## src/rtl/merge_tree_param.sv

```systemverilog
// merge_tree_param: merges LEAVES sorted leaf streams into one sorted stream.
// A binary tree of 2-to-1 merge nodes (heap indexed: root = 1, children of
// n are 2n / 2n+1, leaf k = node LEAVES+k) with a DEPTH-entry {last, data}
// FIFO behind every non-root node. One record per cycle, runs end on last.
// Optional macro MERGE_TREE_DESCENDING_EN: nodes pick the larger record.
// Ports:
//   i_clk, i_rst_n     clock, asynchronous active-low reset
//   i_fifo             leaf head records, leaf k at [DATA_WIDTH*k +: DATA_WIDTH]
//   i_fifo_empty       leaf head invalid
//   i_fifo_last        leaf head ends its run
//   o_fifo_read        leaf pop strobes (combinational)
//   i_fifo_out_ready   downstream accepts a record
//   o_out_fifo_write   o_data/o_last valid (registered)
//   o_data, o_last     merged record and end-of-merged-run flag (registered)
module merge_tree_param #(
    parameter int unsigned LEAVES     = 8,
    parameter int unsigned DATA_WIDTH = 32,
    parameter int unsigned DEPTH      = 4
) (
    input  logic                         i_clk,
    input  logic                         i_rst_n,
    input  logic [DATA_WIDTH*LEAVES-1:0] i_fifo,
    input  logic [LEAVES-1:0]            i_fifo_empty,
    input  logic [LEAVES-1:0]            i_fifo_last,
    output logic [LEAVES-1:0]            o_fifo_read,
    input  logic                         i_fifo_out_ready,
    output logic                         o_out_fifo_write,
    output logic [DATA_WIDTH-1:0]        o_data,
    output logic                         o_last
);

    localparam int unsigned AW    = $clog2(DEPTH);
    localparam int unsigned PW    = AW + 1;
    localparam int unsigned NODES = 2 * LEAVES;
    localparam int unsigned EW    = DATA_WIDTH + 1;

    typedef enum logic [1:0] {MERGE, DRAIN_A, DRAIN_B} node_state_t;

    // Per source (leaf or inter-level FIFO) head view and pop strobe
    logic [NODES-1:0]      src_valid;
    logic [NODES-1:0]      src_last;
    logic [NODES-1:0]      src_read;
    logic [DATA_WIDTH-1:0] src_data [NODES];
    logic [NODES-1:0]      fifo_full;

    // Per merge node state and combinational decision
    node_state_t           state_q  [LEAVES];
    logic [PW-1:0]         wptr_q   [LEAVES];
    logic [PW-1:0]         rptr_q   [LEAVES];
    logic [EW-1:0]         mem_q    [LEAVES][DEPTH];
    logic [LEAVES-1:0]     node_rdy;
    logic [LEAVES-1:0]     node_pick_a;
    logic [LEAVES-1:0]     node_sel_a;
    logic [LEAVES-1:0]     node_fire;
    logic [LEAVES-1:0]     node_plast;
    logic [LEAVES-1:0]     node_wlast;
    logic [DATA_WIDTH-1:0] node_data [LEAVES];

    // Source heads: leaves come straight from the ports, others from FIFOs
    always_comb begin
        src_valid = '0;
        src_last  = '0;
        fifo_full = '0;
        for (int unsigned n = 0; n < NODES; n++) begin
            src_data[n] = '0;
        end
        for (int unsigned k = 0; k < LEAVES; k++) begin
            src_valid[LEAVES+k] = ~i_fifo_empty[k];
            src_last[LEAVES+k]  = i_fifo_last[k];
            src_data[LEAVES+k]  = i_fifo[DATA_WIDTH*k +: DATA_WIDTH];
        end
        for (int unsigned n = 2; n < LEAVES; n++) begin
            src_valid[n] = (wptr_q[n] != rptr_q[n]);
            {src_last[n], src_data[n]} = mem_q[n][rptr_q[n][AW-1:0]];
            fifo_full[n] = (wptr_q[n][AW] != rptr_q[n][AW]) &&
                           (wptr_q[n][AW-1:0] == rptr_q[n][AW-1:0]);
        end
    end

    // Node decisions, root first so each node sees its parent's pop of its FIFO
    always_comb begin
        src_read    = '0;
        node_rdy    = '0;
        node_pick_a = '0;
        node_sel_a  = '0;
        node_fire   = '0;
        node_plast  = '0;
        node_wlast  = '0;
        for (int unsigned n = 0; n < LEAVES; n++) begin
            node_data[n] = '0;
        end
        for (int unsigned n = 1; n < LEAVES; n++) begin
            node_rdy[n] = (n == 1) ? i_fifo_out_ready
                                   : (~fifo_full[n] | src_read[n]);
`ifdef MERGE_TREE_DESCENDING_EN
            node_pick_a[n] = (src_data[2*n] >= src_data[2*n+1]);
`else
            node_pick_a[n] = (src_data[2*n] <= src_data[2*n+1]);
`endif
            case (state_q[n])
                DRAIN_A: begin
                    node_sel_a[n] = 1'b1;
                    node_fire[n]  = src_valid[2*n] & node_rdy[n];
                end
                DRAIN_B: begin
                    node_sel_a[n] = 1'b0;
                    node_fire[n]  = src_valid[2*n+1] & node_rdy[n];
                end
                default: begin
                    node_sel_a[n] = node_pick_a[n];
                    node_fire[n]  = src_valid[2*n] & src_valid[2*n+1] & node_rdy[n];
                end
            endcase
            node_plast[n] = node_sel_a[n] ? src_last[2*n] : src_last[2*n+1];
            node_data[n]  = node_sel_a[n] ? src_data[2*n] : src_data[2*n+1];
            // Only the record that closes the second run carries last onward
            node_wlast[n] = (state_q[n] != MERGE) & node_plast[n];
            src_read[2*n]   = node_fire[n] & node_sel_a[n];
            src_read[2*n+1] = node_fire[n] & ~node_sel_a[n];
        end
    end

    assign o_fifo_read = src_read[NODES-1:LEAVES] & {LEAVES{i_rst_n}};

    // Node states, FIFO pointers and root output registers
    always_ff @(posedge i_clk or negedge i_rst_n) begin
        if (!i_rst_n) begin
            o_out_fifo_write <= 1'b0;
            o_data           <= '0;
            o_last           <= 1'b0;
            for (int unsigned n = 0; n < LEAVES; n++) begin
                state_q[n] <= MERGE;
                wptr_q[n]  <= '0;
                rptr_q[n]  <= '0;
            end
        end else begin
            o_out_fifo_write <= node_fire[1];
            if (node_fire[1]) begin
                o_data <= node_data[1];
                o_last <= node_wlast[1];
            end
            for (int unsigned n = 1; n < LEAVES; n++) begin
                if (node_fire[n] && node_plast[n]) begin
                    if (state_q[n] == MERGE) begin
                        state_q[n] <= node_sel_a[n] ? DRAIN_B : DRAIN_A;
                    end else begin
                        state_q[n] <= MERGE;
                    end
                end
            end
            for (int unsigned n = 2; n < LEAVES; n++) begin
                if (node_fire[n]) begin
                    wptr_q[n] <= wptr_q[n] + PW'(1);
                end
                if (src_read[n]) begin
                    rptr_q[n] <= rptr_q[n] + PW'(1);
                end
            end
        end
    end

    // FIFO storage, no reset needed: pointers define occupancy
    always_ff @(posedge i_clk) begin
        for (int unsigned n = 2; n < LEAVES; n++) begin
            if (node_fire[n]) begin
                mem_q[n][wptr_q[n][AW-1:0]] <= {node_wlast[n], node_data[n]};
            end
        end
    end

endmodule

```

## config.mk

```make
export PLATFORM = sky130hd
export DESIGN_NAME = merge_tree_param
export DESIGN_NICKNAME = d
export VERILOG_FILES = /design/src/rtl/merge_tree_param.sv
export SDC_FILE = /design/constraint.sdc
export NUM_CORES = 1
export LEC_CHECK = 0
export ABC_CLOCK_PERIOD_IN_PS = 15280
export BUFFER_PORTS_ARGS = -buffer_cell sky130_fd_sc_hd__clkbuf_2
export CAP_MARGIN = 20
export CORE_MARGIN = 8
export CORE_UTILIZATION = 30
export CTS_CLUSTER_DIAMETER = 200
export DETAILED_ROUTE_END_ITERATION = 10
export GPL_TIMING_DRIVEN = 0
export PLACE_DENSITY = 0.52
export SYNTH_ARGS = -nofsm -noshare
export SYNTH_HDL_FRONTEND = slang
export SYNTH_SLANG_ARGS = --single-unit
```

## constraint.sdc

```tcl
create_clock -name i_clk -period 15.28 [get_ports i_clk]
set_input_delay 0 -clock i_clk [delete_from_list [all_inputs] [get_ports i_clk]]
set_output_delay 0 -clock i_clk [all_outputs]
set_load 0.005 [all_outputs]
```

## After elaboration in Yosys (flattened, before gate mapping)

Memory sizes are Yosys's and may differ from the RTL's.
Index checks and enable logic that the tools add are counted.

| storage, ports and cells | value |
|---|---|
| bits in registers | 84 |
| memory bits (writable) | 1056 |
| output and inout bits | 42 |
| logic and storage cells | 298 |
| memories | 1 |

Memory list:

| memory | words | bits a word | read ports | clocked after Yosys merged registers in | wr ports | RTL line | text |
|---|---|---|---|---|---|---|---|
| mem_q | 8 | 132 | 6 | 0 | 6 | 50 | `logic [EW-1:0] mem_q [LEAVES][DEPTH];` |

| cells by class | value |
|---|---|
| add/subtract/negate cells | 12 |
| magnitude comparators | 25 |
| equality and inequality tests | 32 |
| mux-type cells | 84 |
| bitwise gates (word level) | 89 |
| reduce and logical (&&, ||, !) cells | 33 |

Operators by type and width:

| cell | count |
|---|---|
| two-way mux 132 bit | 6 |
| two-way mux 33 bit | 18 |
| binary-select mux 33 bit (select 2 bit) | 6 |
| demux 33 bit (select 2 bit) | 6 |
| <= comparator 32 bit | 7 |
| two-way mux 32 bit | 7 |
| bitwise AND 1 bit | 49 |
| adder 3 x 1 -> 3 bit (second input constant) | 12 |
| >= comparator 3 bit (second input constant) | 12 |
| inverter 2 -> 3 bit | 12 |
| two-way mux 2 bit | 14 |
| case mux 1 bit (2 select lines) | 14 |
| inverter 1 bit | 21 |
| logical AND 1 bit | 19 |
| < comparator 3 x 1 -> 1 bit (second input constant) | 6 |
| != test 3 bit | 6 |
| equality test 2 x 1 -> 1 bit (second input constant) | 7 |
| equality test 2 bit (second input constant) | 7 |
| zero test 2 bit | 7 |
| nonzero test 2 bit | 7 |
| two-way mux 1 bit | 13 |
| equality test 2 bit | 6 |
| bitwise AND 8 bit | 1 |
| != test 1 bit | 6 |
| bitwise OR 1 bit | 6 |

## Longest topological paths before layout

Gate-level depths: netlist (run 1).

| depth | value |
|---|---|
| depth after elaboration | 17 |
| mapped depth | 16 |
| depth with buffers taken out | 12 |

## Worst setup path after synthesis (run 1)

No wires, ideal clock.

| timing | value |
|---|---|
| path type | register -> register |
| start point | reg rptr_q[15] (netlist bit) |
| end point | mem mem_q[0][924] (netlist bit) (enable) |
| setup time | 0.420 ns |
| data arrival time | 4.801 ns |
| path slack | 10.059 ns |
| stages on the path, launching flop included | 13 |
| path buffers | 2 |
| period minus slack after synthesis | 5.221 ns |
| cells stage by stage | dfrtp_1 buf_4 buf_1 mux4_2 ha_1 nand4_1 nor4_1 nor3b_1 o31a_1 o31a_1 o31a_2 a21oi_4 nor3b_2 |

RTL lines:

| item | RTL line | text |
|---|---|---|
| start: declaration | 49 | `logic [PW-1:0] rptr_q [LEAVES];` |
| start signal: indexed assignment | 156 | `rptr_q[n] <= rptr_q[n] + PW'(1);` |
| end: declaration | 50 |  |

==> reports/qor.yml, run 1 <==
setup_tns_ns: 0
grt_overflow_total: 0
grtUsageMet1_pct: 19.0
yosys.area_share.simple_pct: 4.64
dieWidth_um: 387
min_to: "mem_q[0][926]$_DFFE_PP_"
r2r_setup_slack_ns: 9.18
finClkSkew_ns: 0.0332
ctsHoldBuffers: 260
first_pass_iters: 5
cts_root_buf: "clkbuf_16"
min_period_ns: 6.10
synth_cells: 2677
grt_util_met2_pct: 23.2
cts_setup_buffers: 0
yosys-mux-area-fraction_pct: 14.6
setup_viol: 0
yosysWarnings: 0
clock_power_share_pct: 17.9
synth_top_family_by_area: "multiplexers"
reg2reg_from: "rptr_q[15]$_DFFE_PN0P_"
comb_power_share_pct: 47.7
io_buffer_count: 316
grt_max_degree: 68
tritoncts: "done"
met3_usage_pct: 2.32
reg2reg_to: "mem_q[0][953]$_DFFE_PP_"
finalWirelength_um: 107000
drive_above_1_share_pct: 24.1
initialDrtViolationCount: 1612
dp_hpwl_um: 79900
cp-end-kind: "flip-flop"
die_height_um: 387
io-pin-count: 317
htree_levels: 3
finalCritPeriodShare_pct: 39.9
hold_viol: 0
async_flop_share_pct: 9.59
finalMaxSlewViolations: 0
leakagePower_nw: 19.7
synth.avg_cell_area_sq_um: 15.4
rows: 136
hold_start: "i_fifo[226]"
vias: 24400
worstSetupStartpointType: "flip-flop"
vdd_drop_max_mv: 0.107
layout_setup_ws_ns: 9.18
preCtsSetupSlack_ns: 9.23
whs_path_depth: 3
p_switching_mw: 4.84
yosys.area_share.adder_pct: 8.32
grt-busiest-layer: "met2"
grt_usage_pct: 13.9
cts_resized: 0
crit_fanout: 12
coreArea_sq_mm: 0.137
critPathArrivalTime_ns: 6.45
synth_flop_cell: "edfxtp_1"
final_cell_mix: "792 x edfxtp_1, 315 x clkbuf_2, 275 x ha_1, 265 x inv_1, 259 x dlygate4sd3_1"
max_freq_ghz: 0.164
filler_cell_count: 12900
syn_area_sq_mm: 0.0414
wire_per_inst_um: 20.5
synth-edff-count: 792
maxCapViolations: 0
worstMarginPinSlew_ns: 0.988
numClockSinks: 876
start_util_pct: 30.2
area_growth_pct: 24.4
clk_latency_ns: 0.66
switching_share_pct: 38.1
reg2reg_depth: 14
synth_area_leader_cell: "edfxtp_1"
antenna_found_initial: 4
cts_buffer_depth: 3
postSynthNetCount: 3227
drc_errors: 0
synth_area_leaders: "edfxtp_1 58%, mux4_2 11%, ha_1 8.3%"
hp-class: "in2reg"
sequentialPowerShare_pct: 34.4
outcome: "completed"
grt_pass1_vias: 25900
gp_congestion: 0.817
synth-seq-cells: 876
grt_pass1_wl_um: 161000
ant_nets: 0
power.density_mw_per_mm2: 247
p_int_mw: 7.87
slew_headroom_pct: 34.1
final_common_cell: "edfxtp_1"
cts_buffers: 91
path_class: "reg2reg"
fin_hold_ws_ns: 0.0240
nets: 3918
cp_data_required_time_ns: 15.62
clk_pin_slew_ns: 0.07
synth.distinct_cells: 69
rsz0062_at_grt: "no"
yosysTopAreaCellShare_pct: 57.5
synth_compound_area_share_pct: 5.60
yosysSeqAreaShare_pct: 62.6
vias_per_cell: 4.66
yosys.area_share.xor_xnor_pct: 0.889
die_area_sq_mm: 0.150
==> Yosys cell counts, drive strengths merged, types with 46 or more instances <==
cell and n:
nor2 56, o21ai 178, nand4 46, mux2 104, clkbuf 58, nand2 187
edfxtp 792, a21oi 66, ha 275, mux4 198, inv 266, dfrtp 84
==> layout make-up <==
cell class | count | area (sq um) | area share (%)
flip-flops and latches | 876 | 25900 | 50.3
multi-input cells | 1439 | 14100 | 27.4
repair buffers | 598 | 4720 | 9.17
clock buffers | 124 | 2490 | 4.85
well taps | 1794 | 2240 | 4.36
inverters | 266 | 998 | 1.94
clock inverters | 45 | 587 | 1.14
plain buffers | 96 | 399 | 0.776
diodes | 1 | 2.50 | 0.00487
==> layer usage <==
layer | vias to the layer above | wire, um | share of wire, %
li1 | 11700 | - | -
met1 | 12300 | 49000 | 46
met2 | 407 | 51700 | 48
met3 | 102 | 4800 | 4.5
met4 | 0 | 1620 | 1.5
met5 | - | 0 | 0
==> logic make-up (layout without fill, tap and decap cells) <==
| family | after synthesis | in the layout |
|---|---|---|
| DFF | 876 | 876 |
| and+or+nand+nor | 404 | 404 |
| AOI/OAI and AO/OA | 377 | 377 |
| xor gates and xnor gates | 42 | 42 |
| other | 0 | 1 |
| adders and majority gates | 275 | 275 |
| buffers and inverters | 362 | 1129 |
| muxes | 341 | 341 |
==> power by group through the flow <==
stage	registers, mW	logic, mW	clock network [mW]
after global routing	4.44	6.67	2.42
after floorplan	4.36	3.70	0
after global placement	4.44	5.69	0
after detailed placement	4.43	5.88	0
after CTS	4.38	6.18	2.33
final	4.37	6.06	2.27
==> metrics by stage <==
| stage | power [mW] | cell area (sq um) | cells | util, % |
|---|---|---|---|---|
| after floorplan | 8.06 | 41400 | 2677 | - |
| after global placement | 10.1 | 45200 | 4787 | 32.9 |
| after detailed placement | 10.3 | 45700 | 4809 | 33.3 |
| after CTS | 12.9 | 51400 | 5238 | 37.5 |
| after global routing | 13.5 | 51400 | 5238 | 37.5 |
| final | 12.7 | 51400 | 5239 | 37.5 |
==> worst max-delay path by stage <==
stage	start	end	cells past startpoint
2_1_floorplan	rptr_q[15]$_DFFE_PN0P_	mem_q[0][924]$_DFFE_PP_	12
3_3_place_gp	rptr_q[15]$_DFFE_PN0P_	mem_q[0][936]$_DFFE_PP_	12
3_5_place_dp	rptr_q[15]$_DFFE_PN0P_	mem_q[0][936]$_DFFE_PP_	14
4_1_cts	rptr_q[15]$_DFFE_PN0P_	o_fifo_read[0]	14
5_1_grt	rptr_q[15]$_DFFE_PN0P_	mem_q[0][953]$_DFFE_PP_	14
6_report	rptr_q[15]$_DFFE_PN0P_	mem_q[0][953]$_DFFE_PP_	14
==> worst max-delay path, stage by stage (launching register included) <==
cell and delay, ns:
dfrtp_1 0.36, buf_4 0.19, buf_1 0.75, mux4_2 0.65, ha_1 0.34, nand4_1 0.20, nor4_1 0.55, nor3b_1 0.41
o31a_1 0.29, o31a_1 0.37, o31a_2 0.34, a21oi_4 0.15, nor3b_4 0.73, buf_8 0.25, buf_8 0.18
==> state kept, by name (all words and copies together) (netlist names) <==
name,count
mem_q,792
state_q,14
rptr_q,18
o_data,32
wptr_q,18
o_last,1
o_out_fifo_write,1
Note: power is estimated with default switching activity, not from simulation.
==> inputs of run 2 (changes only) <==
--- a/config.mk
+++ b/config.mk
@@ -5,7 +5,7 @@
 export SDC_FILE = /design/constraint.sdc
 export NUM_CORES = 1
 export LEC_CHECK = 0
-export ABC_CLOCK_PERIOD_IN_PS = 15280
+export ABC_CLOCK_PERIOD_IN_PS = 5200
 export BUFFER_PORTS_ARGS = -buffer_cell sky130_fd_sc_hd__clkbuf_2
 export CAP_MARGIN = 20
 export CORE_MARGIN = 8
@@ -13,7 +13,7 @@
 export CTS_CLUSTER_DIAMETER = 200
 export DETAILED_ROUTE_END_ITERATION = 10
 export GPL_TIMING_DRIVEN = 0
-export PLACE_DENSITY = 0.52
+export PLACE_DENSITY = 0.53
 export SYNTH_ARGS = -nofsm -noshare
 export SYNTH_HDL_FRONTEND = slang
 export SYNTH_SLANG_ARGS = --single-unit
==> constraint.sdc (replaced) <==
create_clock -name i_clk -period 5.2 [get_ports i_clk]
set_input_delay 0 -clock i_clk [delete_from_list [all_inputs] [get_ports i_clk]]
set_output_delay 0 -clock i_clk [all_outputs]
set_load 0.005 [all_outputs]
==> reports/qor.yml, run 2 (synthesized netlist as in run 1, its figures left out) <==
layout_setup_ws_ns: 0.117  # was 9.18 ns
rsz0062_at_grt: "yes"  # was no
leakagePower_nw: 19.8  # was 19.7 nW
finalCritPeriodShare_pct: 97.7  # was 39.9%
vias_per_cell: 4.70  # was 4.66
antenna_found_initial: 7  # was 4
die_height_um: 387  # unchanged
io_buffer_count: 316  # unchanged
vias: 24700  # was 24400
hp-class: "in2reg"  # unchanged
initialDrtViolationCount: 1532  # was 1612
cts_buffer_depth: 3  # unchanged
fin_area_sq_mm: 0.0515  # was 0.0514 sq mm
dieWidth_um: 387  # unchanged
cts_buffers: 92  # was 91
slew_headroom_pct: 36.0  # was 34.1%
clk_pin_slew_ns: 0.06  # was 0.07 ns
start_util_pct: 30.2  # unchanged
final_cell_mix: "792 x edfxtp_1, 334 x clkbuf_2, 275 x ha_1, 265 x inv_1, 260 x dlygate4sd3_1"  # was 792 x edfxtp_1, 315 x clkbuf_2, 275 x ha_1, 265 x inv_1, 259 x dlygate4sd3_1
largest_reg_flops: 792  # unchanged
filler_cell_count: 13000  # was 12900
nets: 3923  # was 3918
fin_hold_ws_ns: 0.0237  # was 0.0240 ns
setup_viol: 0  # unchanged
finClkSkew_ns: 0.0286  # was 0.0332 ns
cp-end-kind: "flip-flop"  # unchanged
numClockSinks: 876  # unchanged
area_growth_pct: 24.4  # about the same
grt_pass1_vias: 25800  # was 25900
preCtsSetupSlack_ns: -0.939  # was 9.23 ns
grt_max_degree: 68  # unchanged
ant_nets: 0  # unchanged
path_class: "reg2reg"  # unchanged
tritoncts: "done"  # unchanged
worstMarginPinSlew_ns: 0.960  # was 0.988 ns
vdd_drop_max_mv: 0.371  # was 0.107 mV
r2r_setup_slack_ns: 0.12  # was 9.18 ns
hold_viol: 0  # unchanged
die_area_sq_mm: 0.150  # unchanged
crit_family: "buffers and inverters"  # was simple AND/OR/NAND/NOR gates
crit_fanout: 10  # was 12
final_common_cell: "edfxtp_1"  # unchanged
worstSetupStartpointType: "flip-flop"  # unchanged
path_cells: "buf_2, clkdlybuf4s18_2, mux4_2, inv_1, ha_1, a21oi_1, nor3_1, a2111oi_0, o2111ai_1, nand2_2, a2111oi_4, buf_4, buf_4, or4_1, o311ai_0, dlygate4sd3_1"  # was buf_4, buf_1, mux4_2, ha_1, nand4_1, nor4_1, nor3b_1, o31a_1, o31a_1, o31a_2, a21oi_4, nor3b_4, buf_8, buf_8
cts_root_buf: "clkbuf_16"  # unchanged
cpMostUsedCell: "buf_4"
htree_levels: 3  # unchanged
wire_per_inst_um: 20.4  # was 20.5 um
io-pin-count: 317  # unchanged
dp_hpwl_um: 79900  # about the same
finalMaxSlewViolations: 0  # unchanged
outcome: "completed"  # unchanged
grt_overflow_total: 0  # unchanged
path_buf_inv: 6  # was 4
max_freq_ghz: 0.197  # was 0.164 GHz
crit_slowest_cell: "dlygate4sd3_1"  # was buf_1
clk_latency_ns: 0.66  # about the same
coreArea_sq_mm: 0.137  # unchanged
rows: 136  # unchanged
grt_usage_pct: 13.9  # about the same
drive_above_1_share_pct: 25.4  # was 24.1%
finalWirelength_um: 107000  # about the same
first_pass_iters: 7  # was 5
place_area_sq_mm: 0.0457  # about the same
critPathArrivalTime_ns: 5.67  # was 6.45 ns
cp_data_required_time_ns: 5.78  # was 15.62 ns
fin_util_pct: 37.5  # about the same
power.density_mw_per_mm2: 722  # was 247 mW/mm^2
min_period_ns: 5.08  # was 6.10 ns
gp_congestion: 0.819  # was 0.817
grt_pass1_wl_um: 161000  # about the same
maxCapViolations: 0  # unchanged
drc_errors: 0  # unchanged
critPathMaxStageDelay_ns: 0.60  # was 0.75 ns
-- run 2: changes by cell type in the layout (fill, tap and decap cells not counted), moves of 6 or more --
cell	change
and2_4	+6
buf_1	-18
bufinv_16	-7
clkbuf_1	-12
clkbuf_2	+19
clkbuf_4	+11
-- run 2: layout make-up --
| class | instances | area, sq um | area share (%) |
|---|---|---|---|
| inverter | 266 | 998 | 1.94 |
| clock inverter | 37 | 365 | 0.710 |
| antenna | 3 | 7.51 | 0.0146 |
| sequential | 876 | 25900 | 50.3 |
| multi-input combinational | 1440 | 14200 | 27.6 |
| timing repair buffer | 602 | 4710 | 9.16 |
| buffer | 95 | 495 | 0.963 |
| clock buffer | 134 | 2550 | 4.95 |
| tap | 1794 | 2240 | 4.36 |
-- run 2: tightest hold or removal path, stage by stage --
cell and delay, ns:
clkbuf_2 0.09, nand2_1 0.04, o21ai_0 0.31
-- run 2: where the power goes --
| group | total, mW | internal [mW] | switching (mW) |
|---|---|---|---|
| clock network | 6.32 | 3.67 | 2.65 |
| registers | 12.8 | 12.2 | 0.653 |
| logic | 18.0 | 7.05 | 10.9 |
-- run 2: through the flow --
stage                     total power, mW  instances  TNS (ns)
after global routing                 39.6       5245   -0.0187
after CTS                            37.6       5244         0
final                                37.2       5247         0
after floorplan                      23.7       2677         0
after detailed placement             30.2       4808   -402.84
after global placement               29.7       4787  -1020.39
-- run 2: routing by layer --
metal	vias up	GRT usage (%)	routed length [um]
li1	11700	-	-
met1	12400	18.8	47700
met2	491	23.0	51600
met3	128	2.74	5880
met4	2	3.54	2070
met5	-	0	13
-- run 2: what timing repair did --
item                                    4_1_cts  5_1_grt
buffers inserted                              4        0
endpoints found under the hold margin       615        0
hold buffers                                260        0
pin swaps                                     4        3
endpoints found under the setup margin      913      583
resized for setup                            88       53
cloned                                        1        0
-- run 2: path summary, 6_finish.rpt --
| check | start | endpoint | cells after the start |
|---|---|---|---|
| min in group asynchronous | i_rst_n | wptr_q[7]$_DFFE_PN0N_ | 4 |
| max in group asynchronous | i_rst_n | o_data[22]$_DFFE_PN0P_ | 5 |
| worst max register to register | rptr_q[6]$_DFFE_PN0P_ | state_q[6]$_DFFE_PN0P_ | 16 |
| worst min-delay path | i_fifo[201] | mem_q[0][999]$_DFFE_PP_ | 3 |
| worst min register to register | o_data[13]$_DFFE_PN0P_ | o_data[13]$_DFFE_PN0P_ | 2 |
| worst max-delay path | rptr_q[6]$_DFFE_PN0P_ | state_q[6]$_DFFE_PN0P_ | 16 |
